<file path="src/rtl/rle_decoder.sv">
// rle_decoder: rebuilds an 8x8 block of N-bit coefficients from a DC/AC
// run-length symbol stream. Coefficients are placed in JPEG zigzag order.
// Output element rle_out[r][7-c] holds row r, column c.
//
// Handshake: a symbol transfers on a rising clk edge when in_valid && in_ready.
// in_ready depends only on FSM state and stall, never on in_valid.
// out_valid stays high while the finished block sits in DONE, and stall holds it there.
module rle_decoder #(
  parameter int N = 12
) (
  input  logic                     clk,
  input  logic                     rst,
  input  logic                     stall,
  input  logic                     in_valid,
  input  logic                     in_dc,
  input  logic                     in_last,
  input  logic [N+3:0]             in_data,
  output logic                     in_ready,
  output logic [7:0][7:0][N-1:0]   rle_out,
  output logic                     out_valid,
  output logic                     err,
  output logic [1:0]               dbg_state
);

  typedef enum logic [1:0] {
    S_CLEAR   = 2'd0,
    S_WAIT_DC = 2'd1,
    S_AC      = 2'd2,
    S_DONE    = 2'd3
  } state_t;

  // Zigzag scan position -> linear index (row*8 + col).
  localparam logic [5:0] ZZ [64] = '{
    6'd0,  6'd1,  6'd8,  6'd16, 6'd9,  6'd2,  6'd3,  6'd10,
    6'd17, 6'd24, 6'd32, 6'd25, 6'd18, 6'd11, 6'd4,  6'd5,
    6'd12, 6'd19, 6'd26, 6'd33, 6'd40, 6'd48, 6'd41, 6'd34,
    6'd27, 6'd20, 6'd13, 6'd6,  6'd7,  6'd14, 6'd21, 6'd28,
    6'd35, 6'd42, 6'd49, 6'd56, 6'd57, 6'd50, 6'd43, 6'd36,
    6'd29, 6'd22, 6'd15, 6'd23, 6'd30, 6'd37, 6'd44, 6'd51,
    6'd58, 6'd59, 6'd52, 6'd45, 6'd38, 6'd31, 6'd39, 6'd46,
    6'd53, 6'd60, 6'd61, 6'd54, 6'd47, 6'd55, 6'd62, 6'd63
  };

  state_t                   r_state;
  logic [6:0]               r_pos;
  logic                     r_err;
  logic [7:0][7:0][N-1:0]   r_blk;

  state_t                   w_state_nxt;
  logic [6:0]               w_pos_nxt;
  logic                     w_err_nxt;
  logic                     w_clear;
  logic                     w_wr_en;
  logic [2:0]               w_wr_row;
  logic [2:0]               w_wr_col;
  logic                     w_accept;
  logic [6:0]               w_run;
  logic [N-1:0]             w_level;
  logic [6:0]               w_target;
  logic [5:0]               w_zz;

  assign in_ready  = ((r_state == S_WAIT_DC) || (r_state == S_AC)) && !stall;
  assign w_accept  = in_valid && in_ready;
  assign w_run     = {3'b000, in_data[N+3:N]};
  assign w_level   = in_data[N-1:0];
  // Target is computed at 7 bits so an overflow past 63 is visible, not wrapped.
  assign w_target  = r_pos + w_run;
  assign w_zz      = ZZ[w_target[5:0]];

  assign rle_out   = r_blk;
  assign out_valid = (r_state == S_DONE);
  assign err       = r_err;
  assign dbg_state = r_state;

  // State, scan position and error flag registers.
  always_ff @(posedge clk or posedge rst) begin
    if (rst) begin
      r_state <= S_CLEAR;
      r_pos   <= 7'd0;
      r_err   <= 1'b0;
    end else begin
      r_state <= w_state_nxt;
      r_pos   <= w_pos_nxt;
      r_err   <= w_err_nxt;
    end
  end

  // Next-state logic plus the coefficient write request for the accepted symbol.
  always_comb begin
    w_state_nxt = r_state;
    w_pos_nxt   = r_pos;
    w_err_nxt   = r_err;
    w_clear     = 1'b0;
    w_wr_en     = 1'b0;
    w_wr_row    = 3'd0;
    w_wr_col    = 3'd0;
    case (r_state)
      S_CLEAR: begin
        w_clear     = 1'b1;
        w_err_nxt   = 1'b0;
        w_pos_nxt   = 7'd0;
        w_state_nxt = S_WAIT_DC;
      end
      S_WAIT_DC: begin
        if (w_accept) begin
          if (in_dc) begin
            w_wr_en   = 1'b1;
            w_pos_nxt = 7'd1;
            if (in_last) begin
              // A block cannot end on its DC word.
              w_err_nxt   = 1'b1;
              w_state_nxt = S_DONE;
            end else begin
              w_state_nxt = S_AC;
            end
          end else begin
            // Stray AC symbol before the DC word: drop it and remember the error.
            w_err_nxt = 1'b1;
          end
        end
      end
      S_AC: begin
        if (w_accept) begin
          if (in_dc) begin
            w_err_nxt   = 1'b1;
            w_state_nxt = S_DONE;
          end else if (w_target > 7'd63) begin
            w_err_nxt   = 1'b1;
            w_state_nxt = S_DONE;
          end else begin
            w_wr_en   = 1'b1;
            w_wr_row  = w_zz[5:3];
            w_wr_col  = w_zz[2:0];
            w_pos_nxt = w_target + 7'd1;
            if (in_last || (w_target == 7'd63)) begin
              w_state_nxt = S_DONE;
            end
          end
        end
      end
      S_DONE: begin
        if (!stall) begin
          w_state_nxt = S_CLEAR;
        end
      end
      default: begin
        w_state_nxt = S_CLEAR;
      end
    endcase
  end

  // Coefficient store: wiped in CLEAR, one write per accepted symbol.
  always_ff @(posedge clk or posedge rst) begin
    if (rst) begin
      r_blk <= '0;
    end else if (w_clear) begin
      r_blk <= '0;
    end else if (w_wr_en) begin
      r_blk[w_wr_row][3'd7 - w_wr_col] <= w_level;
    end
  end

endmodule

</file>
<file path="config.mk">
export PLATFORM = sky130hd
export DESIGN_NAME = rle_decoder
export DESIGN_NICKNAME = d
export VERILOG_FILES = /design/src/rtl/rle_decoder.sv
export SDC_FILE = /design/constraint.sdc
export NUM_CORES = 1
export LEC_CHECK = 0
export ABC_CLOCK_PERIOD_IN_PS = 31800
export CORE_AREA = 4 4 310 312
export CTS_CLUSTER_SIZE = 12
export DETAILED_ROUTE_END_ITERATION = 6
export DIE_AREA = 0 0 314 316
export SETUP_SLACK_MARGIN = 0.3
export SKIP_LAST_GASP = 1
export SLEW_MARGIN = 20
export SYNTH_ARGS = -nofsm -noshare
export SYNTH_HDL_FRONTEND = slang
export SYNTH_SLANG_ARGS = --single-unit
export TNS_END_PERCENT = 5
</file>
<file path="constraint.sdc">
create_clock -name clk -period 31.8 [get_ports clk]
set_input_delay 3.18 -clock clk [delete_from_list [all_inputs] [get_ports clk]]
set_output_delay 3.18 -clock clk [all_outputs]
set_load 0.05 [all_outputs]
</file>
==> results of run 1 <==
-- cell usage after synthesis (3+ instances only) --
library cell	n	area [sq um]
a211o_1	5	43.79
a211oi_1	8	60.06
a211oi_2	3	37.54
a21o_1	3	22.52
a21oi_1	48	240.2
a221oi_1	4	35.03
and2_1	3	18.77
buf_1	13	48.80
buf_2	66	330.3
buf_4	8	60.06
clkbuf_1	182	683.2
dfrtp_1	778	19470
ha_1	24	300.3
inv_1	11	41.29
mux2i_1	721	7217
nand2_1	76	285.3
nand2_2	5	31.28
nand2b_1	606	3791
nand3_1	44	220.2
nand3b_1	12	90.09
nand4_1	4	25.02
nor2_1	161	604.3
nor2b_1	4	25.02
nor3_1	12	60.06
nor3_2	5	50.05
nor4_2	6	75.07
o2111ai_1	5	43.79
o21ai_0	65	325.3
o21ai_1	4	20.02
o31ai_1	5	37.54
or2_1	3	18.77
or2_2	3	18.77
or3_1	4	25.02
xnor2_1	4	35.03
xnor2_2	3	48.80
-- layout make-up --
cell class / count / area (sq um) / area share (%)
Timing Repair Buffer: 838 / 8327 / 17.74
Sequential cell: 778 / 19470 / 41.47
Inverter: 12 / 52.55 / 0.1119
Clock inverter: 17 / 267.8 / 0.5703
Tap cell: 1254 / 1569 / 3.342
Clock buffer: 142 / 2698 / 5.746
Multi-Input combinational cell: 1904 / 14560 / 31.02
-- layer usage --
metal	part of all wire, %	wire [um]	vias up	track usage, %
met5	0	0	-	0
met4	4.0	5162	0	9.285
met3	7.6	9780	206	7.885
met2	48	61290	861	40.92
met1	41	52650	12773	32.10
li1	-	-	11294	-
-- cells in the final DEF, fill, tap and decap left out, types with 4 or more instances in the layout --
master / n
a211o_1: 5
a211oi_1: 8
a21oi_1: 48
a221oi_1: 4
buf_4: 40
bufinv_16: 5
clkbuf_1: 27
clkbuf_16: 90
clkbuf_8: 25
clkdlybuf4s50_1: 794
clkinv_2: 5
dfrtp_1: 778
ha_1: 23
inv_1: 10
mux2i_1: 721
nand2_1: 76
nand2_2: 5
nand2b_1: 594
nand2b_4: 12
nand3_1: 44
nand3b_1: 12
nand4_1: 4
nor2_1: 160
nor2b_1: 4
nor3_1: 11
nor4_4: 7
o2111ai_1: 5
o21ai_0: 65
o21ai_1: 4
o31ai_1: 5
or3_1: 4
xnor2_1: 4
-- power by group --
part / internal [W] / switching, W / leakage, nW
Clock: 0.000621 / 0.000426 / 1.45
Sequential: 0.00100 / 0.00000927 / 10.9
Combinational: 0.000263 / 0.000563 / 11.3
-- final timing paths --
path	cells past startpoint	startpoint	to	slack (ns)
worst max-delay path	14	in_data[12]	rle_out[709]$_DFFE_PP0P_	23.29
worst min-delay path	2	r_pos[2]$_DFFE_PP0P_	r_pos[2]$_DFFE_PP0P_	0.49
worst max register to register	13	r_pos[0]$_DFFE_PP0P_	rle_out[709]$_DFFE_PP0P_	25.99
worst min register to register	2	r_pos[2]$_DFFE_PP0P_	r_pos[2]$_DFFE_PP0P_	0.49
max in group asynchronous	7	rst	rle_out[717]$_DFFE_PP0P_	24.94
min in group asynchronous	2	rst	rle_out[494]$_DFFE_PP0P_	3.02
-- critical path, stage by stage --
cell and delay [ns]:
clkdlybuf4s50_1 0.51, ha_1 0.23, inv_1 0.07, fa_1 0.46, xnor2_2 0.84, inv_2 0.33, a2111oi_1 0.43, o22a_1 0.22
o21ai_1 0.08, o2111a_1 0.28, a211oi_2 0.41, nor3b_4 0.88, nand2_1 0.78, mux2i_1 0.27
-- sequential cells by signal, summed over array words and instances, names as in the netlist --
name / count
dbg_state: 2
r_pos: 7
rle_out: 768
err: 1
-- per-stage QoR --
stage               std cells  area, sq um  setup WS [ns]  hold slack [ns]
finish                   4945        46950          23.29           0.4881
global route             4945        46950          23.01           0.5330
CTS                      4944        46920          23.30           0.4976
detailed placement       4785        43950          22.60           0.4844
global placement         4784        43940          22.47           0.4692
floorplan                2963        35010          6.778           0.4526
-- logic make-up (layout without fill, tap and decap cells) --
kind of cell	count (synthesis)	after routing	synth area share, %
fa+ha+maj	25	25	0.9148
simple gates	962	962	15.69
buf+inv	281	1009	3.334
mux	723	723	20.68
xor+xnor	9	9	0.2895
flops	778	778	55.61
compound gates	185	185	3.491
==> metrics.md, run 1 <==
| Metric | Value |
|---|---|
| Status | completed |
| Max IR drop VDD | 0.00005807 V |
| Post-CTS setup buffers | 0 |
| Final count of pins violating max slew | 0 |
| Synth Area per Inst | 11.82 sq um |
| Vias in the first global route | 25650 |
| Post-synthesis register bit count | between 700 and 800 |
| Min-delay worst type | reg2reg |
| Die Width | 314 um |
| Post-synth net total | about 3000 |
| Sequential-to-total area share from yosys stat | a little under three fifths |
| GRT Total Usage | 25.31% |
| Die area | 99220 sq um |
| Number of vias in the routed layout | 25134 |
| Cts hold-fix bufs | 0 |
| CP endpoint kind | flip-flop |
| Layout cells sized above 1 | 6.340% |
| GP Congestion | about 0.86 |
| Worst-path clk slew | 0.06 ns |
| Initial antenna violation count | 2 |
| Crit share post-route | 26.75% |
| Hold Fails Final Rpt | 0 |
| Post-layout util | 50.45% |
| EDFF count, synth | 0 |
| # DRC | 0 |
| Routed WL | approximately 130000 um |
| H-tree levels | 3 |
| Unrepaired setup endpoints after global routing | no |
| Hpwl dp | 81910 um |
| Post-Syn Area | 35010 sq um |
| Root buffer cell | clkbuf_16 |
| Critical Path RT | around 32 ns |
| Post-synth top flop | dfrtp_1 |
| Routed WL per cell | 26.06 um |
| ANT nets after route | 0 |
| Starting DRT DRC Count | 1692 |
| Pleak | 23.65 nW |
| Longest Clk Path Bufs | 3 |
| Worst-Margin Slew | 1.154 ns |
| Worst setup SP type | primary input |
| Largest net degree at the start of global routing | between 200 and 300 |
| Initial Util | 37.63% |
| Die Y-Extent | 316 um |
| Post-Syn Instances | 2963 |
| Port bufs | 794 |
| Clock buffer count from CTS | 88 |
| Kind of critical path | in2reg |
| Fillers | 8403 |
| Async set-reset flop share out of synthesis | 100.0% |
| Library cells used by synthesis | 80 |
| Global-route wire length before repair | 185700 um |
| Total power | roughly 0.0029 W |
| IO Pins | around 800 |
| Final nets | 3669 |
| Crit-path max FO | 22 |
| Clk_skew | 0.02674 ns |
| Clock sinks | 778 |
| Core Rows | around 110 |
| Total negative slack | 0 ns |
| First-pass DRT Iterations | 5 |
| Synth warn | 0 |
| Core area | 93050 sq um |
| PwrDens | 61.48 nW/um^2 |
| Vias per cell | 5.083 |
| Setup violators final | 0 |
| Total grt overflow | 0 |
| Diode count | 0 |
| Skew-Pair Late Insertion Delay | 0.68 ns |
| CTS tree | yes |
| Max Clock Freq | 117.6 MHz |
| Max Cap Violations | 0 |
| Crit path time final | 8.506 ns |
| Area Overhead vs Synth | 34.09% |
| Worst slew margin | a little under a quarter |
| CP Data Arrival Time | approximately 9 ns |
| Post-CTS sizing | 0 |
Note: power is estimated with default switching activity, not from simulation.
==> inputs of run 2 (changes only) <==
Settings changed: ABC_CLOCK_PERIOD_IN_PS 31800 to 7100.
Clock period 31.8 ns to 7.1 ns, I/O delays scaled along.
==> metrics.md, run 2 (synthesized netlist as in run 1, its figures left out) <==
| Metric | Value |
|---|---|
| Initial antenna violation count | 0 (-2) |
| Final instance area | 47210 sq um (+0.56%) |
| Clock buffer count from CTS | 88 (unchanged) |
| Final Non-Filler Cells | 4971 (+0.53%) |
| Register Area | 19470 sq um (unchanged) |
| Sequential share of power | 34.8% (-0.3 points) |
| Max reg flops | 768 (unchanged) |
| ANT nets after route | 0 (unchanged) |
| Worst-Margin Slew | 1.215 ns (+0.06042 ns) |
| Diode count | 0 (unchanged) |
| Reg-to-reg critical path endpoint | rle_out[713]$_DFFE_PP0P_ |
| Routed WL per cell | 25.93 um (-0.52%) |
| Switching Share | 34.38% (-0.21 points) |
| PwrDens | 276.0 nW/um^2 (+350%) |
| Vias per cell | 5.060 (-0.45%) |
| R2r startpoint | r_pos[0]$_DFFE_PP0P_ |
| Core Rows | 112 (unchanged) |
| Port bufs | 794 (unchanged) |
| Initial Util | 37.63% (unchanged) |
| Die Width | 314 um (unchanged) |
| Hold Fails Final Rpt | 0 (unchanged) |
| Starting DRT DRC Count | 1926 (+14%) |
| Worst setup SP type | primary input |
| Crit share post-route | 79.52% |
| DR WL met3 | 10840 um (+11%) |
| Vias in the first global route | 26006 (+1.4%) |
| Max Cap Violations | 0 (unchanged) |
| Max IR drop VDD | 0.0003147 V (+440%) |
| R2R Setup Slk | 1.69 ns (-24.30 ns) |
| Most common cell after layout, fill and taps aside | clkdlybuf4s50_1 |
| Pleak | 23.80 nW (+0.62%) |
| Global-route wire length before repair | 186400 um (+0.38%) |
| CTS tree | yes |
| Crit-path max FO | 17 (-23%) |
| Root buffer cell | clkbuf_16 |
| Placed cell area | 44180 sq um (+0.51%) |
| Total negative slack | 0 ns (unchanged) |
| Clk pwr share | 36.6% (+0.3 points) |
| Hpwl dp | 81610 um (-0.36%) |
| GP Congestion | 0.8385 (-2.4%) |
| Comb pwr share | 28.6% (about the same) |
| Critical Path RT | 7.58 ns (-24.71 ns) |
| Total grt overflow | 0 (unchanged) |
| Unrepaired setup endpoints after global routing | no |
| Placed cell count | 4811 (+0.54%) |
| H-tree levels | 3 (unchanged) |
| Max Clock Freq | about 180 MHz |
| Number of vias in the routed layout | 25153 (+0.076%) |
| Min-delay worst type | in2async |
| Skew-Pair Late Insertion Delay | 0.66 ns (-0.02 ns) |
| Met1 WL | 53030 um (+0.73%) |
| Final nets | 3694 (+0.68%) |
| Setup violators final | 0 (unchanged) |
| Post-CTS setup buffers | 0 (unchanged) |
| Worst Reg2Reg Path Length in Cells | 14 (+1) |
| Post-Place Setup Slack | 0.7657 ns (-21.83 ns) |
| Worst-path clk slew | 0.06 ns (about the same) |
| Worst slew margin | 19.03% (-4.0 points) |
| Status | completed |
| CP Data Arrival Time | 6.13 ns (-2.87 ns) |
| # DRC | 0 (unchanged) |
| Clk_skew | 0.03279 ns (+0.006051 ns) |
| Largest net degree at the start of global routing | 253 (-11%) |
| IO Pins | 795 (unchanged) |
| Internal power | 0.008549 W (+350%) |
| Longest Clk Path Bufs | 3 (unchanged) |
| Post-CTS sizing | 0 (unchanged) |
| Met2 wire len | 59900 um (-2.3%) |
| Clock sinks | 778 (unchanged) |
| Commonest non-fill, non-tap cells in the layout | 794 x clkdlybuf4s50_1, 778 x dfrtp_1, 721 x mux2i_1, 594 x nand2b_1, 160 x nor2_1 |
| CP endpoint kind | flip-flop |
| Area Overhead vs Synth | 34.84% |
| Switch Pwr | 0.004479 W (+350%) |
| Crit path time final | 5.646 ns |
| Layout cells sized above 1 | 7.049% (+0.71 points) |
| Uppermost layer routed | met4 |
| Multi-input logic area | 14550 sq um (about the same) |
| Cts hold-fix bufs | 0 (unchanged) |
| Fillers | 8350 (-0.63%) |
| Routed WL | 128900 um (about the same) |
| Die area | 99220 sq um (unchanged) |
| Kind of critical path | in2reg |
| Core area | 93050 sq um (unchanged) |
| GRT Total Usage | 25.33% (about the same) |
| Final count of pins violating max slew | 0 (unchanged) |
| Die Y-Extent | 316 um (unchanged) |
| First-pass DRT Iterations | 5 (unchanged) |
| Final WS setup | 1.454 ns (-21.84 ns) |
run 2: metrics by stage:
| step | power [W] | utilization (%) | hold slack [ns] |
|---|---|---|---|
| 2_1_floorplan | 0.007133 | - | 0.4526 |
| 6_report | 0.01303 | 50.74 | 0.4818 |
| 4_1_cts | 0.01313 | 50.74 | 0.4516 |
| 5_1_grt | 0.01356 | 50.74 | 0.5069 |
| 3_5_place_dp | 0.008329 | 47.48 | 0.4766 |
| 3_3_place_gp | 0.008373 | 47.48 | 0.4680 |
run 2: layer usage:
metal / track usage (%) / vias to the layer above
li1: - / 11342
met1: 32.33 / 12805
met2: 39.76 / 808
met3: 8.724 / 198
met4: 9.923 / 0
met5: 0 / -
run 2: layout make-up:
| class | count | share of cell area (%) |
|---|---|---|
| Clock inverter | 21 | 0.7288 |
| Inverter | 12 | 0.1034 |
| Sequential cell | 778 | 41.24 |
| Timing Repair Buffer | 863 | 18.09 |
| Multi-Input combinational cell | 1904 | 30.82 |
| Clock buffer | 139 | 5.693 |
| Tap cell | 1254 | 3.323 |
run 2: power by group through the flow:
stage	combinational [W]	sequential, W	clock, W
2_1_floorplan	0.00234	0.00479	0
3_3_place_gp	0.00376	0.00462	0
3_5_place_dp	0.00371	0.00462	0
4_1_cts	0.00372	0.00454	0.00488
5_1_grt	0.00394	0.00454	0.00508
6_report	0.00372	0.00454	0.00477
run 2: critical path: stages:
cell	delay, ns
clkdlybuf4s50_1	0.51
ha_1	0.23
inv_1	0.07
fa_1	0.46
xnor2_2	0.53
inv_2	0.29
a2111oi_1	0.48
o22a_1	0.26
o21ai_1	0.08
o2111a_1	0.29
a211oi_2	0.46
nor3b_4	0.70
buf_4	0.30
nand2_1	0.47
mux2i_1	0.25
run 2: how the worst max path moves through the flow:
stage	endpoint	cells after the start	from
3_3_place_gp	rle_out[713]$_DFFE_PP0P_	15	in_data[12]
6_report	rle_out[713]$_DFFE_PP0P_	15	in_data[12]
2_1_floorplan	dbg_state[0]$_DFFE_PP0P_	1	rst
5_1_grt	rle_out[712]$_DFFE_PP0P_	15	in_data[12]
3_5_place_dp	rle_out[680]$_DFFE_PP0P_	15	in_data[12]
4_1_cts	rle_out[682]$_DFFE_PP0P_	15	in_data[12]
==> inputs of run 3 (changes only) <==
Settings changed: ABC_CLOCK_PERIOD_IN_PS 7100 to 5400.
Clock period 7.1 ns to 5.4 ns, I/O delays scaled along.
==> metrics.md, run 3 (synthesized netlist as in run 1, its figures left out) <==
| Metric | Value |
|---|---|
| Slowest CP cell | nor4_4 |
| Critical path's top delay family | buffers and inverters |
| Final count of pins violating max slew | 0 (unchanged) |
| Clk_skew | 0.02452 ns (-0.008274 ns) |
| Vias per cell | 5.053 (-0.14%) |
| H-tree levels | 3 (unchanged) |
| Cts hold-fix bufs | 0 (unchanged) |
| Total grt overflow | 0 (unchanged) |
| Die Width | 314 um (unchanged) |
| Crit share post-route | 84.24% |
| Root buffer cell | clkbuf_16 |
| Most common cell after layout, fill and taps aside | clkdlybuf4s50_1 |
| Number of vias in the routed layout | 25391 (+0.95%) |
| Skew-Pair Late Insertion Delay | 0.64 ns (-0.02 ns) |
| Worst setup SP type | primary input |
| Port bufs | 794 (unchanged) |
| Routed WL per cell | 25.44 um (-1.9%) |
| Global-route wire length before repair | 184700 um (-0.91%) |
| Crit-path max cell delay | 0.52 ns (-0.18 ns) |
| Final Non-Filler Cells | 5025 (+1.1%) |
| Fillers | 8420 (+0.84%) |
| PwrDens | 358.1 nW/um^2 (+30%) |
| ANT nets after route | 0 (unchanged) |
| # DRC | 0 (unchanged) |
| Max reg flops | 768 (unchanged) |
| Final WS setup | 0.8509 ns (-0.6033 ns) |
| Total power | 0.01702 W (+31%) |
| Initial Util | 37.63% (unchanged) |
| Hpwl dp | 81320 um (-0.36%) |
| Commonest non-fill, non-tap cells in the layout | 794 x clkdlybuf4s50_1, 778 x dfrtp_1, 721 x mux2i_1, 594 x nand2b_1, 160 x nor2_1 |
| Post-Place Setup Slack | 0.2093 ns (-0.5564 ns) |
| Hold Fails Final Rpt | 0 (unchanged) |
| Core area | 93050 sq um (unchanged) |
| First-pass DRT Iterations | 5 (unchanged) |
| Clock sinks | 778 (unchanged) |
| Clock buffer count from CTS | 87 (-1.1%) |
| Worst slew margin | 21.31% (+2.3 points) |
| Max Clock Freq | 219.8 MHz |
| Routed WL | 127800 um (-0.83%) |
| Crit-path max FO | 36 (+19) |
| Area Overhead vs Synth | 35.74% |
| Max IR drop VDD | 0.0003484 V (+11%) |
| Worst-path clk slew | 0.06 ns (about the same) |
| Placed cell count | 4866 (+1.1%) |
| Layout cells sized above 1 | 8.512% (+1.5 points) |
| CP Data Arrival Time | 5.08 ns (-1.05 ns) |
| Vias in the first global route | 25933 (-0.28%) |
| Critical Path RT | 5.93 ns (-1.65 ns) |
| IO Pins | 795 (unchanged) |
| Most numerous cell on the critical path | buf_4 |
| CTS tree | yes |
| Post-CTS sizing | 0 (unchanged) |
| Diode count | 0 (unchanged) |
| Min-delay worst type | in2async |
| Core Rows | 112 (unchanged) |
| Initial antenna violation count | 1 (+1) |
| GRT Total Usage | 24.99% (-0.34 points) |
| CP bufs+invs | 5 (+1) |
| GP Congestion | 0.8466 (+0.97%) |
| Crit-path cells | clkdlybuf4s50_1 -> ha_1 -> inv_1 -> fa_1 -> and2b_1 -> o21ai_4 -> xnor2_2 -> buf_4 -> mux2i_1 -> a221oi_1 -> a211o_1 -> buf_4 -> nor4_4 -> buf_4 -> nand3_1 -> a21oi_1 |
| Die area | 99220 sq um (unchanged) |
| Longest Clk Path Bufs | 3 (unchanged) |
| Max Cap Violations | 0 (unchanged) |
| Pleak | 24.01 nW (+0.90%) |
| Largest net degree at the start of global routing | 251 (-0.79%) |
| Worst-Margin Slew | 1.180 ns (-0.03426 ns) |
| Crit path time final | between 4 and 5 ns |
| Status | completed |
| Starting DRT DRC Count | 1877 (-2.5%) |
| Final nets | 3749 (+1.5%) |
| Die Y-Extent | 316 um (unchanged) |
| Kind of critical path | in2reg |
| CP endpoint kind | flip-flop |
| Unrepaired setup endpoints after global routing | no |
| Post-CTS setup buffers | 0 (unchanged) |
| Setup violators final | 0 (unchanged) |
run 3: changes by cell type in the layout (fill, tap and decap cells not counted), sizes merged:
cell / before / now
clkinv: 11 / 18
inv: 14 / 13
clkbuf: 139 / 134
buf: 69 / 125
bufinv: 7 / 3
clkinvlp: 1 / 2
run 3: area by class of cell:
type | instances | area (sq um) | area share, %
multi-input cells | 1904 | 14550 | 30.62
inverters | 12 | 48.80 | 0.1027
clock inverters | 24 | 267.8 | 0.5634
repair buffers | 919 | 8986 | 18.91
clock buffers | 134 | 2635 | 5.544
well taps | 1254 | 1569 | 3.301
flip-flops and latches | 778 | 19470 | 40.96
run 3: worst register-to-register path, cell delays in order (launching register included):
cell and delay, ns:
dfrtp_1 0.35, ha_1 0.21, inv_1 0.07, fa_1 0.47, and2b_1 0.32, o21ai_4 0.13, xnor2_2 0.42, buf_4 0.25
mux2i_1 0.23, a221oi_1 0.14, a211o_1 0.26, buf_4 0.21, nor4_4 0.52, buf_4 0.44, nand3_1 0.23, a21oi_1 0.16
run 3: power breakdown:
| group | total (W) | internal (W) | switching, W |
|---|---|---|---|
| logic | 0.00505 | 0.00171 | 0.00334 |
| registers | 0.00597 | 0.00591 | 0.0000565 |
| clock network | 0.00600 | 0.00351 | 0.00249 |
run 3: routing by layer:
metal | vias to the layer above | GRT usage, % | part of all wire, %
met5 | - | 0 | 0
met4 | 0 | 9.567 | 3.8
met3 | 192 | 7.039 | 7.6
met2 | 855 | 40.25 | 47
met1 | 12926 | 32.15 | 41
li1 | 11418 | - | -
run 3: path summary, 6_finish.rpt:
check	cells after the start	slack [ns]	from	to
max	16	0.85	in_data[12]	rle_out[642]$_DFFE_PP0P_
max reg2reg	15	0.89	r_pos[0]$_DFFE_PP0P_	rle_out[642]$_DFFE_PP0P_
min in group clk	2	0.49	r_pos[3]$_DFFE_PP0P_	r_pos[3]$_DFFE_PP0P_
min	2	0.46	rst	r_pos[0]$_DFFE_PP0P_
max in group asynchronous	3	3.52	rst	rle_out[556]$_DFFE_PP0P_
min reg2reg	2	0.49	r_pos[3]$_DFFE_PP0P_	r_pos[3]$_DFFE_PP0P_
run 3: stage by stage:
step	instance area (sq um)	util, %	setup TNS [ns]	hold slack [ns]
3_5_place_dp	44600	47.94	0	0.4733
5_1_grt	47530	51.08	0	0.4678
3_3_place_gp	44600	47.94	0	0.4663
4_1_cts	47510	51.06	0	0.4238
6_report	47530	51.08	0	0.4592
2_1_floorplan	35020	-	-4522.52	0.4526
